### config.mk
export PLATFORM = sky130hd
export DESIGN_NAME = counter_sequencer
export DESIGN_NICKNAME = d
export VERILOG_FILES = /design/src/rtl/counter_sequencer_pkg.sv /design/src/rtl/en_up_counter.sv /design/src/rtl/counter_sequencer.sv
export SDC_FILE = /design/constraint.sdc
export NUM_CORES = 1
export LEC_CHECK = 0
export BUFFER_PORTS_ARGS = -buffer_cell sky130_fd_sc_hd__clkbuf_2
export CORE_UTILIZATION = 58
export CTS_CLUSTER_DIAMETER = 200
export DETAILED_ROUTE_END_ITERATION = 7
export GPL_TIMING_DRIVEN = 1
export PLACE_DENSITY = 0.92
export SLEW_MARGIN = 20
export SYNTH_ARGS = -nofsm -noshare
export SYNTH_HDL_FRONTEND = slang
export SYNTH_SLANG_ARGS = --single-unit
### constraint.sdc
create_clock -name clk -period 3.78 [get_ports clk]
set_input_delay 0.567 -clock clk [delete_from_list [all_inputs] [get_ports clk]]
set_output_delay 0.567 -clock clk [all_outputs]
set_load 0.005 [all_outputs]
### src/rtl/counter_sequencer_pkg.sv
// Shared constants and state encoding for the interval sequencer.
package counter_sequencer_pkg;

  localparam int unsigned WIDTH_DEF      = 8;
  localparam int unsigned PRESCALE_W_DEF = 4;

  typedef enum logic [1:0] {
    IDLE = 2'b00,
    RUN  = 2'b01,
    DONE = 2'b10
  } state_t;

endpackage

### src/rtl/en_up_counter.sv
// Synchronous up-counter with clear (priority) and enable; wrap/hold decided by the caller.
module en_up_counter #(
  parameter int unsigned WIDTH = 8
) (
  input  logic             clk,
  input  logic             rst_n,
  input  logic             en,
  input  logic             clr,
  output logic [WIDTH-1:0] q
);

  logic [WIDTH-1:0] r_q;

  always_ff @(posedge clk or negedge rst_n) begin
    if (!rst_n) begin
      r_q <= '0;
    end else if (clr) begin
      r_q <= '0;
    end else if (en) begin
      r_q <= r_q + WIDTH'(1);
    end
  end

  assign q = r_q;

endmodule

### src/rtl/counter_sequencer.sv
// Programmable interval controller: latches a config, then steps a counter through
// prescaled intervals, emitting a terminal tick and a done handshake.
module counter_sequencer
  import counter_sequencer_pkg::*;
#(
  parameter int unsigned WIDTH      = WIDTH_DEF,
  parameter int unsigned PRESCALE_W = PRESCALE_W_DEF
) (
  input  logic                  clk,
  input  logic                  rst_n,
  input  logic                  cfg_valid,
  output logic                  cfg_ready,
  input  logic [WIDTH-1:0]      cfg_limit,
  input  logic [PRESCALE_W-1:0] cfg_prescale,
  input  logic                  cfg_periodic,
  input  logic                  start,
  input  logic                  stop,
  input  logic                  done_ack,
  output logic [WIDTH-1:0]      count,
  output logic                  busy,
  output logic                  tick,
  output logic                  done
);

  state_t                r_state;
  state_t                w_state_nxt;
  logic [WIDTH-1:0]      r_limit;
  logic [PRESCALE_W-1:0] r_prescale;
  logic                  r_periodic;
  logic                  r_tick;
  logic                  r_busy;
  logic                  r_done;
  logic                  r_cfg_ready;

  logic                  w_tick_nxt;
  logic                  w_cnt_en;
  logic                  w_cnt_clr;
  logic                  w_psc_en;
  logic                  w_psc_clr;
  logic                  w_cfg_hs;
  logic                  w_step;
  logic                  w_at_limit;
  logic [WIDTH-1:0]      w_cnt_q;
  logic [PRESCALE_W-1:0] w_psc_q;

  assign w_cfg_hs   = cfg_valid && r_cfg_ready;
  assign w_step     = (w_psc_q == r_prescale);
  assign w_at_limit = (w_cnt_q == r_limit);

  // Next-state and counter control; stop outranks terminal events and done_ack.
  always_comb begin
    w_state_nxt = r_state;
    w_tick_nxt  = 1'b0;
    w_cnt_en    = 1'b0;
    w_cnt_clr   = 1'b0;
    w_psc_en    = 1'b0;
    w_psc_clr   = 1'b0;
    case (r_state)
      IDLE: begin
        if (start) begin
          w_state_nxt = RUN;
          w_cnt_clr   = 1'b1;
          w_psc_clr   = 1'b1;
        end
      end
      RUN: begin
        if (stop) begin
          w_state_nxt = IDLE;
          w_cnt_clr   = 1'b1;
          w_psc_clr   = 1'b1;
        end else if (w_step) begin
          w_psc_clr = 1'b1;
          if (!w_at_limit) begin
            w_cnt_en = 1'b1;
          end else begin
            w_tick_nxt = 1'b1;
            if (r_periodic) begin
              w_cnt_clr = 1'b1;
            end else begin
              w_state_nxt = DONE;
            end
          end
        end else begin
          w_psc_en = 1'b1;
        end
      end
      DONE: begin
        if (stop) begin
          w_state_nxt = IDLE;
          w_cnt_clr   = 1'b1;
          w_psc_clr   = 1'b1;
        end else if (done_ack) begin
          w_state_nxt = IDLE;
        end
      end
      default: w_state_nxt = IDLE;
    endcase
  end

  // State, registered status outputs and the config latch.
  always_ff @(posedge clk or negedge rst_n) begin
    if (!rst_n) begin
      r_state     <= IDLE;
      r_tick      <= 1'b0;
      r_busy      <= 1'b0;
      r_done      <= 1'b0;
      r_cfg_ready <= 1'b1;
      r_limit     <= '0;
      r_prescale  <= '0;
      r_periodic  <= 1'b0;
    end else begin
      r_state     <= w_state_nxt;
      r_tick      <= w_tick_nxt;
      r_busy      <= (w_state_nxt == RUN);
      r_done      <= (w_state_nxt == DONE);
      r_cfg_ready <= (w_state_nxt == IDLE);
      if (w_cfg_hs) begin
        r_limit    <= cfg_limit;
        r_prescale <= cfg_prescale;
        r_periodic <= cfg_periodic;
      end
    end
  end

  en_up_counter #(.WIDTH(WIDTH)) u_count (
    .clk   (clk),
    .rst_n (rst_n),
    .en    (w_cnt_en),
    .clr   (w_cnt_clr),
    .q     (w_cnt_q)
  );

  en_up_counter #(.WIDTH(PRESCALE_W)) u_prescale (
    .clk   (clk),
    .rst_n (rst_n),
    .en    (w_psc_en),
    .clr   (w_psc_clr),
    .q     (w_psc_q)
  );

  assign count     = w_cnt_q;
  assign busy      = r_busy;
  assign tick      = r_tick;
  assign done      = r_done;
  assign cfg_ready = r_cfg_ready;

endmodule

==> results.sh, run 1 <==
export IMPL_rows=18
export IMPL_die_x_microns=53.74
export IMPL_wl_per_cell_microns=14.15
export IMPL_antenna_found_initial=0
export IMPL_grt_max_degree=32
export IMPL_power_density_mw_per_mm2=451.2
export IMPL_critPathRequiredTime_ps=3990
export IMPL_cts_resized=0
export IMPL_grtUsageTotal_pct=23.41
export IMPL_crit_arrival_ps=2250
export IMPL_coreArea_sq_mm=0.002500
export IMPL_cap_viol_max_count=0
export IMPL_cts_tree="done"
export IMPL_layout_common_cells="dfrtp_1 (30), clkbuf_2 (30), mux2_2 (13)"
export IMPL_ir_drop_mv=0.3966
export IMPL_insertion_delay_ps=330
export IMPL_die_h_microns=53.74
export IMPL_synth_ff_type="dfrtp_1"
export IMPL_hold_path_class="in -> async"
export IMPL_async_flop_share_pct=100.0
export IMPL_ys_ff_latch=31
export IMPL_final_nets=187
export IMPL_cts_hold_buf=0
export IMPL_finalSetupViolations=0
export IMPL_synth_distinct_cells=39
export IMPL_endpoint_kind="flop"
export IMPL_critPathLaunchType="flop"
export IMPL_drtPass1Iterations=4
export IMPL_fin_crit_sh_pct=54.01
export IMPL_tns_ps=0
export IMPL_crit_fanout=8
export IMPL_synth_edf_count=0
export IMPL_viasPerCell=5.746
export IMPL_clock_skew_ps=12.34
export IMPL_grt_overflow_total=0
export IMPL_fin_crit_ps=2041
export IMPL_hpwl_microns=2089
export IMPL_cts_max_path_buffers=2
export IMPL_start_util_pct=62.11
export IMPL_drtIter0Drc=11
export IMPL_cts_clk_slew_worst_paths_ps=100
export IMPL_cts_num_sinks=31
export IMPL_syn_nets=152
export IMPL_diodes=0
export IMPL_cts_buffers=5
export IMPL_seq_area_frac_synth_pct=50.04
export IMPL_fillCellCount=179
export IMPL_slew_headroom_pct=50.47
export IMPL_drv_slew=0
export IMPL_route_detailed_drc=0
export IMPL_place_congestion=0.7441
export IMPL_final_antenna_net_count=0
export IMPL_synth_avg_cell_area_sq_um=11.85
export IMPL_postRouteWirelength_microns=2787
export IMPL_io_buffers=30
export IMPL_rsz0062_at_grt="false"
export IMPL_ys_warn_count=0
export IMPL_fmax_ghz=0.4898
export IMPL_grt_pass1_wl_microns=4636
export IMPL_finalHoldViolCount=0
export IMPL_whs_ps=284.7
export IMPL_cts_htree_levels=2
export IMPL_vias=1132
export IMPL_status="complete, no violations"
export IMPL_leakage_nw=0.8062
export IMPL_grt_pass1_vias=1090
export IMPL_synth_area_sq_mm=0.001553
export IMPL_die_area_sq_mm=0.002888
export IMPL_syn_instance_count=131
export IMPL_ios=31
export IMPL_max_slew_worst_pin_slew_ps=742.9
export IMPL_clockRootBuffer="clkbuf_4"
export IMPL_layout_drive_gt1_share_pct=43.11
export IMPL_postCtsSetupBuffers=0
export IMPL_syn_to_final_growth_pct=17.08
export IMPL_critical_path_class="reg -> reg"
-- report_power, final --
| part | internal (mW) | switching, mW |
|---|---|---|
| registers | 0.372 | 0.0345 |
| clock network | 0.156 | 0.108 |
| logic | 0.0745 | 0.0750 |
-- path summary, 6_finish.rpt --
| check | startpoint | end | slack (ps) | cells after the start |
|---|---|---|---|---|
| max | u_prescale.q[2]$_DFFE_PN0P_ | u_count.q[1]$_DFFE_PN0P_ | 1740 | 5 |
| min | rst_n | u_prescale.q[0]$_DFFE_PN0P_ | 280 | 1 |
| max reg2reg | u_prescale.q[2]$_DFFE_PN0P_ | u_count.q[1]$_DFFE_PN0P_ | 1740 | 5 |
| min reg2reg | r_prescale[3]$_DFFE_PN0P_ | r_prescale[3]$_DFFE_PN0P_ | 540 | 1 |
| max in group asynchronous | rst_n | u_count.q[1]$_DFFE_PN0P_ | 3020 | 1 |
| min in group clk | start | cfg_ready$_DFF_PN1_ | 420 | 2 |
-- cell type report --
| cell class | count | area, sq um | area share [%] |
|---|---|---|---|
| Clock buffer | 6 | 51.30 | 2.822 |
| Multi-Input combinational cell | 97 | 763.2 | 41.98 |
| Sequential cell | 31 | 777.0 | 42.74 |
| Timing Repair Buffer | 30 | 150.1 | 8.259 |
| Inverter | 1 | 3.754 | 0.2065 |
| Tap cell | 30 | 37.54 | 2.065 |
| Clock inverter | 2 | 35.03 | 1.927 |
-- sequential cells by signal (all words and copies together) (netlist names) --
register	flops
u_count.q	8
r_limit	8
cfg_ready	1
tick	1
done	1
u_prescale.q	4
busy	1
r_state	2
r_periodic	1
r_prescale	4
-- metal layers --
layer / up-vias / share of wire [%] / track usage (%)
li1: 543 / - / -
met1: 549 / 44 / 27.45
met2: 33 / 50 / 38.68
met3: 7 / 4.1 / 6.215
met4: 0 / 2.0 / 12.72
met5: - / 0 / 0
-- critical path, stage by stage (launching register included) --
cell     delay, ps
dfrtp_1        430
xor2_1         170
or4_1          680
nor4_4         340
o31a_4         250
nor2_2          60
-- per-stage QoR --
stage | instances | instance area, sq um | setup slack [ps] | util [%] | power [mW]
after global routing | 197 | 1818 | 1610 | 72.72 | 0.8653
after floorplan | 131 | 1553 | 1922 | - | 0.5187
after detailed placement | 189 | 1732 | 1763 | 69.27 | 0.5629
after global placement | 189 | 1732 | 1811 | 69.27 | 0.5527
after CTS | 197 | 1818 | 1739 | 72.72 | 0.8283
final | 197 | 1818 | 1739 | 72.72 | 0.8203
-- cell usage after synthesis (2+ instances only) --
library cell | number | share of area (%)
dfrtp_1 | 30 | 48
mux2_2 | 13 | 9.4
nand2_1 | 8 | 1.9
o21ai_0 | 8 | 2.6
xnor2_1 | 7 | 3.9
a21oi_1 | 6 | 1.9
a21oi_2 | 6 | 3.4
or3_1 | 6 | 2.4
xor2_1 | 6 | 3.4
nand3_1 | 5 | 1.6
nor2_1 | 3 | 0.73
nor2_2 | 3 | 1.2
ha_1 | 2 | 1.6
nor4_2 | 2 | 1.6
o21ai_1 | 2 | 0.64
-- cells by family (layout without fill, tap and decap cells) --
| group | count (synthesis) | in the layout | share of synthesized area [%] |
|---|---|---|---|
| adder cells (fa/ha/maj) | 2 | 2 | 1.611 |
| XOR/XNOR | 15 | 15 | 9.428 |
| multiplexers | 14 | 14 | 10.07 |
| AND/OR/NAND/NOR | 39 | 39 | 16.36 |
| AO/OA/AOI/OAI | 27 | 27 | 11.69 |
| flip-flops | 31 | 31 | 50.04 |
| buffers and inverters | 3 | 39 | 0.8050 |
Note: power is estimated with default switching activity, not from simulation.
==> run 2, diff against run 1 <==
CORE_UTILIZATION = 48   (was 58)
PLACE_DENSITY = 0.83   (was 0.92)
clock period = 1.65 ns   (was 3.78 ns; I/O delays follow)
==> run 2 against run 1 <==
  * The flow now finishes with violations (setup timing)
  * Critical path depth is the same
  * Wire length grew 29%
  * Flip-flop and latch count is the same
  * Sequential power grew 130%
  * Fmax grew 7.0%
  * First-iteration DRC count grew 140%
  * Worst hold slack lost 220 ps
  * Clock skew shrank 1.6 ps
  * Worst setup slack lost 2000 ps
  * Final cell count grew 20%
  * Non-clock buffer count grew 26
  * Largest cell class is now multi-input combinational cells
==> results.sh, run 2 (synthesis results as in run 1) <==
export IMPL_route_detailed_drc=0
export IMPL_grt_pass1_vias=1298
export IMPL_io_buffers=30
export IMPL_cts_max_path_buffers=2
export IMPL_grtUsageTotal_pct=23.68
export IMPL_ios=31
export IMPL_slew_headroom_pct=49.20
export IMPL_hold_path_class="in -> reg"
export IMPL_finalHoldViolCount=0
export IMPL_grt_pass1_wl_microns=5878
export IMPL_cts_buffers=5
export IMPL_status="complete, but fails checks"
export IMPL_rrSetupSlack_ps=-260
export IMPL_worstRegToRegCells=5
export IMPL_fillCellCount=231
export IMPL_viasPerCell=5.312
export IMPL_fmax_ghz=0.5244
export IMPL_reg2reg_from="r_prescale[2]$_DFFE_PN0P_"
export IMPL_cts_num_sinks=31
export IMPL_critPathRequiredTime_ps=1930
export IMPL_drtPass1Iterations=4
export IMPL_grt_max_degree=32
export IMPL_rsz0062_at_grt="true"
export IMPL_clock_skew_ps=10.77
export IMPL_coreArea_sq_mm=0.003053
export IMPL_cts_tree="done"
export IMPL_cts_htree_levels=2
export IMPL_worstHoldPathCells=2
export IMPL_place_congestion=0.8293
export IMPL_drtIter0Drc=26
export IMPL_critical_path_class="reg -> reg"
export IMPL_setup_slack_ps=-257.1
export IMPL_die_h_microns=58.88
export IMPL_clockRootBuffer="clkbuf_4"
export IMPL_power_density_mw_per_mm2=884.5
export IMPL_worstReg2RegEnd="u_count.q[7]$_DFFE_PN0P_"
export IMPL_crit_fanout=2
export IMPL_die_x_microns=58.88
export IMPL_vias=1259
export IMPL_final_antenna_net_count=0
export IMPL_diodes=0
export IMPL_finalSetupViolations=16
export IMPL_ir_drop_mv=0.5602
export IMPL_grt_overflow_total=0
export IMPL_hold_end="cfg_ready$_DFF_PN1_"
export IMPL_tns_ps=-2810
export IMPL_violations="setup timing"
export IMPL_layout_drive_gt1_share_pct=58.03
export IMPL_endpoint_kind="flop"
export IMPL_start_util_pct=50.86
export IMPL_crit_arrival_ps=2180
export IMPL_fin_crit_sh_pct=115.6
export IMPL_insertion_delay_ps=350
export IMPL_critPathLaunchType="flop"
export IMPL_rows=20
export IMPL_wl_per_cell_microns=15.18
export IMPL_leakage_nw=0.9572
export IMPL_cts_clk_slew_worst_paths_ps=110
export IMPL_hpwl_microns=2561
export IMPL_layout_common_cells="dfrtp_1 (30), clkbuf_2 (30), buf_4 (23)"
export IMPL_max_slew_worst_pin_slew_ps=762.0
export IMPL_fin_crit_ps=1907
export IMPL_whs_ps=68.71
export IMPL_cap_viol_max_count=0
export IMPL_syn_to_final_growth_pct=35.86
export IMPL_final_nets=213
export IMPL_postRouteWirelength_microns=3598
export IMPL_antenna_found_initial=0
export IMPL_die_area_sq_mm=0.003466
export IMPL_min_from="start"
export IMPL_drv_slew=0
-- run 2: cell count changes in the layout (fill, tap and decap cells not counted), sizes merged --
cell,previous run,this run
buf,0,25
bufinv,1,0
clkinv,1,3
clkbuf,36,35
dlygate4sd3,0,1
-- run 2: area by class of cell --
type,count,area [sq um],share of cell area (%)
clock buffers,5,37.54,1.779
inverters,1,3.754,0.1779
multi-input cells,97,865.8,41.04
well taps,44,55.05,2.610
flip-flops and latches,31,777.0,36.83
clock inverters,3,15.01,0.7117
repair buffers,56,355.3,16.84
-- run 2: repair_timing --
action                                  CTS  global route
endpoints found under the hold margin    30             0
resized for setup                        13             7
buffers inserted                          2             2
pin swaps                                 7            11
endpoints found under the setup margin   17            17
hold buffers                              1             0
-- run 2: worst max path at each step --
| stage | from | to | slack (ps) | cells past startpoint |
|---|---|---|---|---|
| floorplan | u_prescale.q[0]$_DFFE_PN0P_ | u_count.q[7]$_DFFE_PN0P_ | -180 | 6 |
| global placement | u_prescale.q[0]$_DFFE_PN0P_ | u_count.q[7]$_DFFE_PN0P_ | -220 | 6 |
| detailed placement | r_prescale[2]$_DFFE_PN0P_ | u_count.q[2]$_DFFE_PN0P_ | -270 | 5 |
| CTS | u_prescale.q[2]$_DFFE_PN0P_ | u_count.q[5]$_DFFE_PN0P_ | -200 | 6 |
| global route | r_prescale[3]$_DFFE_PN0P_ | u_count.q[7]$_DFFE_PN0P_ | -300 | 5 |
| finish | r_prescale[2]$_DFFE_PN0P_ | u_count.q[7]$_DFFE_PN0P_ | -260 | 5 |
-- run 2: per-layer routing --
metal  vias to the layer above  global-route usage, %  share of wire (%)
met5                         -                      0                  0
met4                         0                  11.56                2.5
met3                        11                  7.253                4.8
met2                        41                  40.91                 52
met1                       610                  26.44                 40
li1                        597                      -                  -
-- run 2: power by group --
part	internal, mW	switching, mW	leakage [nW]
Sequential	0.852	0.0802	0.396
Combinational	0.259	0.242	0.527
Clock	0.158	0.276	0.0347
-- run 2: critical path: stages (launching register included) --
cell and delay, ps:
dfrtp_1 440, xor2_2 190, nor4_4 330, o2111ai_2 190
or4_4 550, a21oi_2 130
-- run 2: stage by stage --
step	worst slack [ps]	power (mW)	util [%]	area, sq um	std cells
5_1_grt	-304.6	1.958	69.10	2110	237
6_report	-257.1	1.866	69.10	2110	237
2_1_floorplan	-176.3	1.199	-	1568	131
3_5_place_dp	-274.2	1.356	62.75	1916	224
4_1_cts	-204.6	1.837	67.25	2053	235
3_3_place_gp	-219.8	1.324	62.75	1916	224
==> run 3, diff against run 2 <==
--- a/config.mk
+++ b/config.mk
@@ -11,5 +11,6 @@
 export DETAILED_ROUTE_END_ITERATION = 7
 export GPL_TIMING_DRIVEN = 1
-export PLACE_DENSITY = 0.83
+export PLACE_DENSITY = 0.82
+export SKIP_LAST_GASP = 1
 export SLEW_MARGIN = 20
 export SYNTH_ARGS = -nofsm -noshare
==> constraint.sdc (replaced) <==
create_clock -name clk -period 1.65 [get_ports clk]
set_input_delay 0.33 -clock clk [delete_from_list [all_inputs] [get_ports clk]]
set_output_delay 0.33 -clock clk [all_outputs]
set_load 0.005 [all_outputs]
==> run 3 against run 2 <==
  * The flow still finishes with violations (setup timing)
  * Flip-flop and latch count stayed put
  * Highest routed layer unchanged
  * Sequential power is 1% lower
  * Clock-buffer cell count up 1
  * Core utilization down 0.86 points
  * Worst setup slack better by 31 ps
  * Largest cell class unchanged
  * Register-to-register slack improved by 30 ps
  * Final cell count increased by 0.42%
  * Non-clock buffer count is 1 higher
  * Via count up 1.8%
  * Die area did not move
==> results.sh, run 3 (synthesis results as in run 1) <==
export IMPL_finalHoldViolCount=0
export IMPL_die_area_sq_mm=0.003466
export IMPL_critPathLaunchType="flop"
export IMPL_placed_area_sq_mm=0.001943
export IMPL_clock_skew_ps=11.90
export IMPL_antenna_found_initial=0
export IMPL_postRouteWirelength_microns=3557
export IMPL_vias=1282
export IMPL_insertion_delay_ps=340
export IMPL_grt_max_degree=32
export IMPL_finalSetupViolations=17
export IMPL_power_mw=2.000
export IMPL_cap_viol_max_count=0
export IMPL_cts_tree="done"
export IMPL_setup_slack_ps=-225.8
export IMPL_endpoint_kind="flop"
export IMPL_grt_pass1_vias=1267
export IMPL_slowest_delay_ps=400
export IMPL_status="complete, but fails checks"
export IMPL_drtPass1Iterations=4
export IMPL_final_nets=214
export IMPL_fillCellCount=251
export IMPL_cts_max_path_buffers=2
export IMPL_fin_crit_ps=1876
export IMPL_place_ws_ps=-240.5
export IMPL_viasPerCell=5.387
export IMPL_hold_path_class="in -> reg"
export IMPL_drtIter0Drc=38
export IMPL_critical_path_class="reg -> reg"
export IMPL_grt_overflow_total=0
export IMPL_cts_buffers=5
export IMPL_hpwl_microns=2570
export IMPL_io_buffers=30
export IMPL_ir_drop_mv=0.5417
export IMPL_grtUsageTotal_pct=23.59
export IMPL_diodes=0
export IMPL_fin_util_pct=68.24
export IMPL_whs_ps=163.2
export IMPL_final_antenna_net_count=0
export IMPL_die_x_microns=58.88
export IMPL_fin_crit_sh_pct=113.7
export IMPL_slew_headroom_pct=66.43
export IMPL_tns_ps=-2658
export IMPL_die_h_microns=58.88
export IMPL_place_congestion=0.8556
export IMPL_ios=31
export IMPL_crit_fanout=5
export IMPL_coreArea_sq_mm=0.003053
export IMPL_power_density_mw_per_mm2=959.9
export IMPL_cp_slowest_cell="dfrtp_1"
export IMPL_layout_common_cells="dfrtp_1 (30), clkbuf_2 (30), buf_4 (24)"
export IMPL_wl_per_cell_microns=14.95
export IMPL_critical_path_cell_chain="xor2_1, nor4_2, o2111ai_1, buf_4, or3_1, a21oi_2"
export IMPL_cts_num_sinks=31
export IMPL_critPathRequiredTime_ps=1920
export IMPL_cts_htree_levels=2
export IMPL_violations="setup timing"
export IMPL_leakage_nw=0.9473
export IMPL_rows=20
export IMPL_cts_clk_slew_worst_paths_ps=100
export IMPL_dp_cells=226
export IMPL_layout_drive_gt1_share_pct=53.09
export IMPL_stdcell_area_sq_mm=0.002083
export IMPL_syn_to_final_growth_pct=34.17
export IMPL_route_detailed_drc=0
export IMPL_max_slew_worst_pin_slew_ps=501.3
export IMPL_crit_arrival_ps=2150
export IMPL_clockRootBuffer="clkbuf_4"
export IMPL_fmax_ghz=0.5331
export IMPL_fin_cells=238
export IMPL_drv_slew=0
export IMPL_start_util_pct=50.86
export IMPL_rsz0062_at_grt="true"
export IMPL_grt_pass1_wl_microns=5761
## run 3: changes by cell type in the layout (fill, tap and decap cells not counted), sizes merged
cell | previous run | this run
clkinv | 3 | 1
buf | 25 | 26
bufinv | 0 | 1
clkbuf | 35 | 36
## run 3: critical path: cells and delay by family (launching register included)
family,cells,cell delay (ps)
flip-flops,1,400
buffers and inverters,1,190
AND/OR/NAND/NOR,2,690
XOR/XNOR,1,190
AO/OA/AOI/OAI,2,340
## run 3: metal layers
layer | vias to the layer above | GRT usage (%) | part of all wire, %
met5 | - | 0 | 0
met4 | 0 | 11.22 | 2.6
met3 | 8 | 8.132 | 4.6
met2 | 42 | 41.72 | 52
met1 | 635 | 25.00 | 41
li1 | 597 | - | -
## run 3: layout make-up
cell class                 instances  area, sq um  area share, %
multi-input combinational         97        789.5          37.90
sequential                        31        777.0          37.30
timing repair buffer              57        371.6          17.84
tap                               44        55.05          2.643
clock buffer                       6        51.30          2.462
clock inverter                     2        35.03          1.682
inverter                           1        3.754         0.1802
## run 3: final timing paths
path	startpoint	endpoint	slack, ps	cells past startpoint
hold reg to reg	r_limit[0]$_DFFE_PN0P_	r_limit[0]$_DFFE_PN0P_	540	1
max in group asynchronous	rst_n	cfg_ready$_DFF_PN1_	930	3
setup / recovery	r_prescale[3]$_DFFE_PN0P_	u_count.q[5]$_DFFE_PN0P_	-230	6
min in group asynchronous	rst_n	tick$_DFF_PN0_	470	3
hold / removal	start	cfg_ready$_DFF_PN1_	160	2
setup reg to reg	r_prescale[3]$_DFFE_PN0P_	u_count.q[5]$_DFFE_PN0P_	-230	6
## run 3: timing repair
| item | in CTS | in global routing |
|---|---|---|
| resized for setup | 2 | 4 |
| pin swaps | 3 | 5 |
| hold buffers | 1 | 0 |
| buffers inserted | 2 | 1 |
| hold endpoints to repair | 30 | 0 |
| setup endpoints to repair | 17 | 17 |
## run 3: power breakdown
| group | leakage (nW) | switching (mW) | internal (mW) |
|---|---|---|---|
| Combinational | 0.503 | 0.213 | 0.226 |
| Sequential | 0.396 | 0.0704 | 0.852 |
| Clock | 0.0482 | 0.281 | 0.358 |
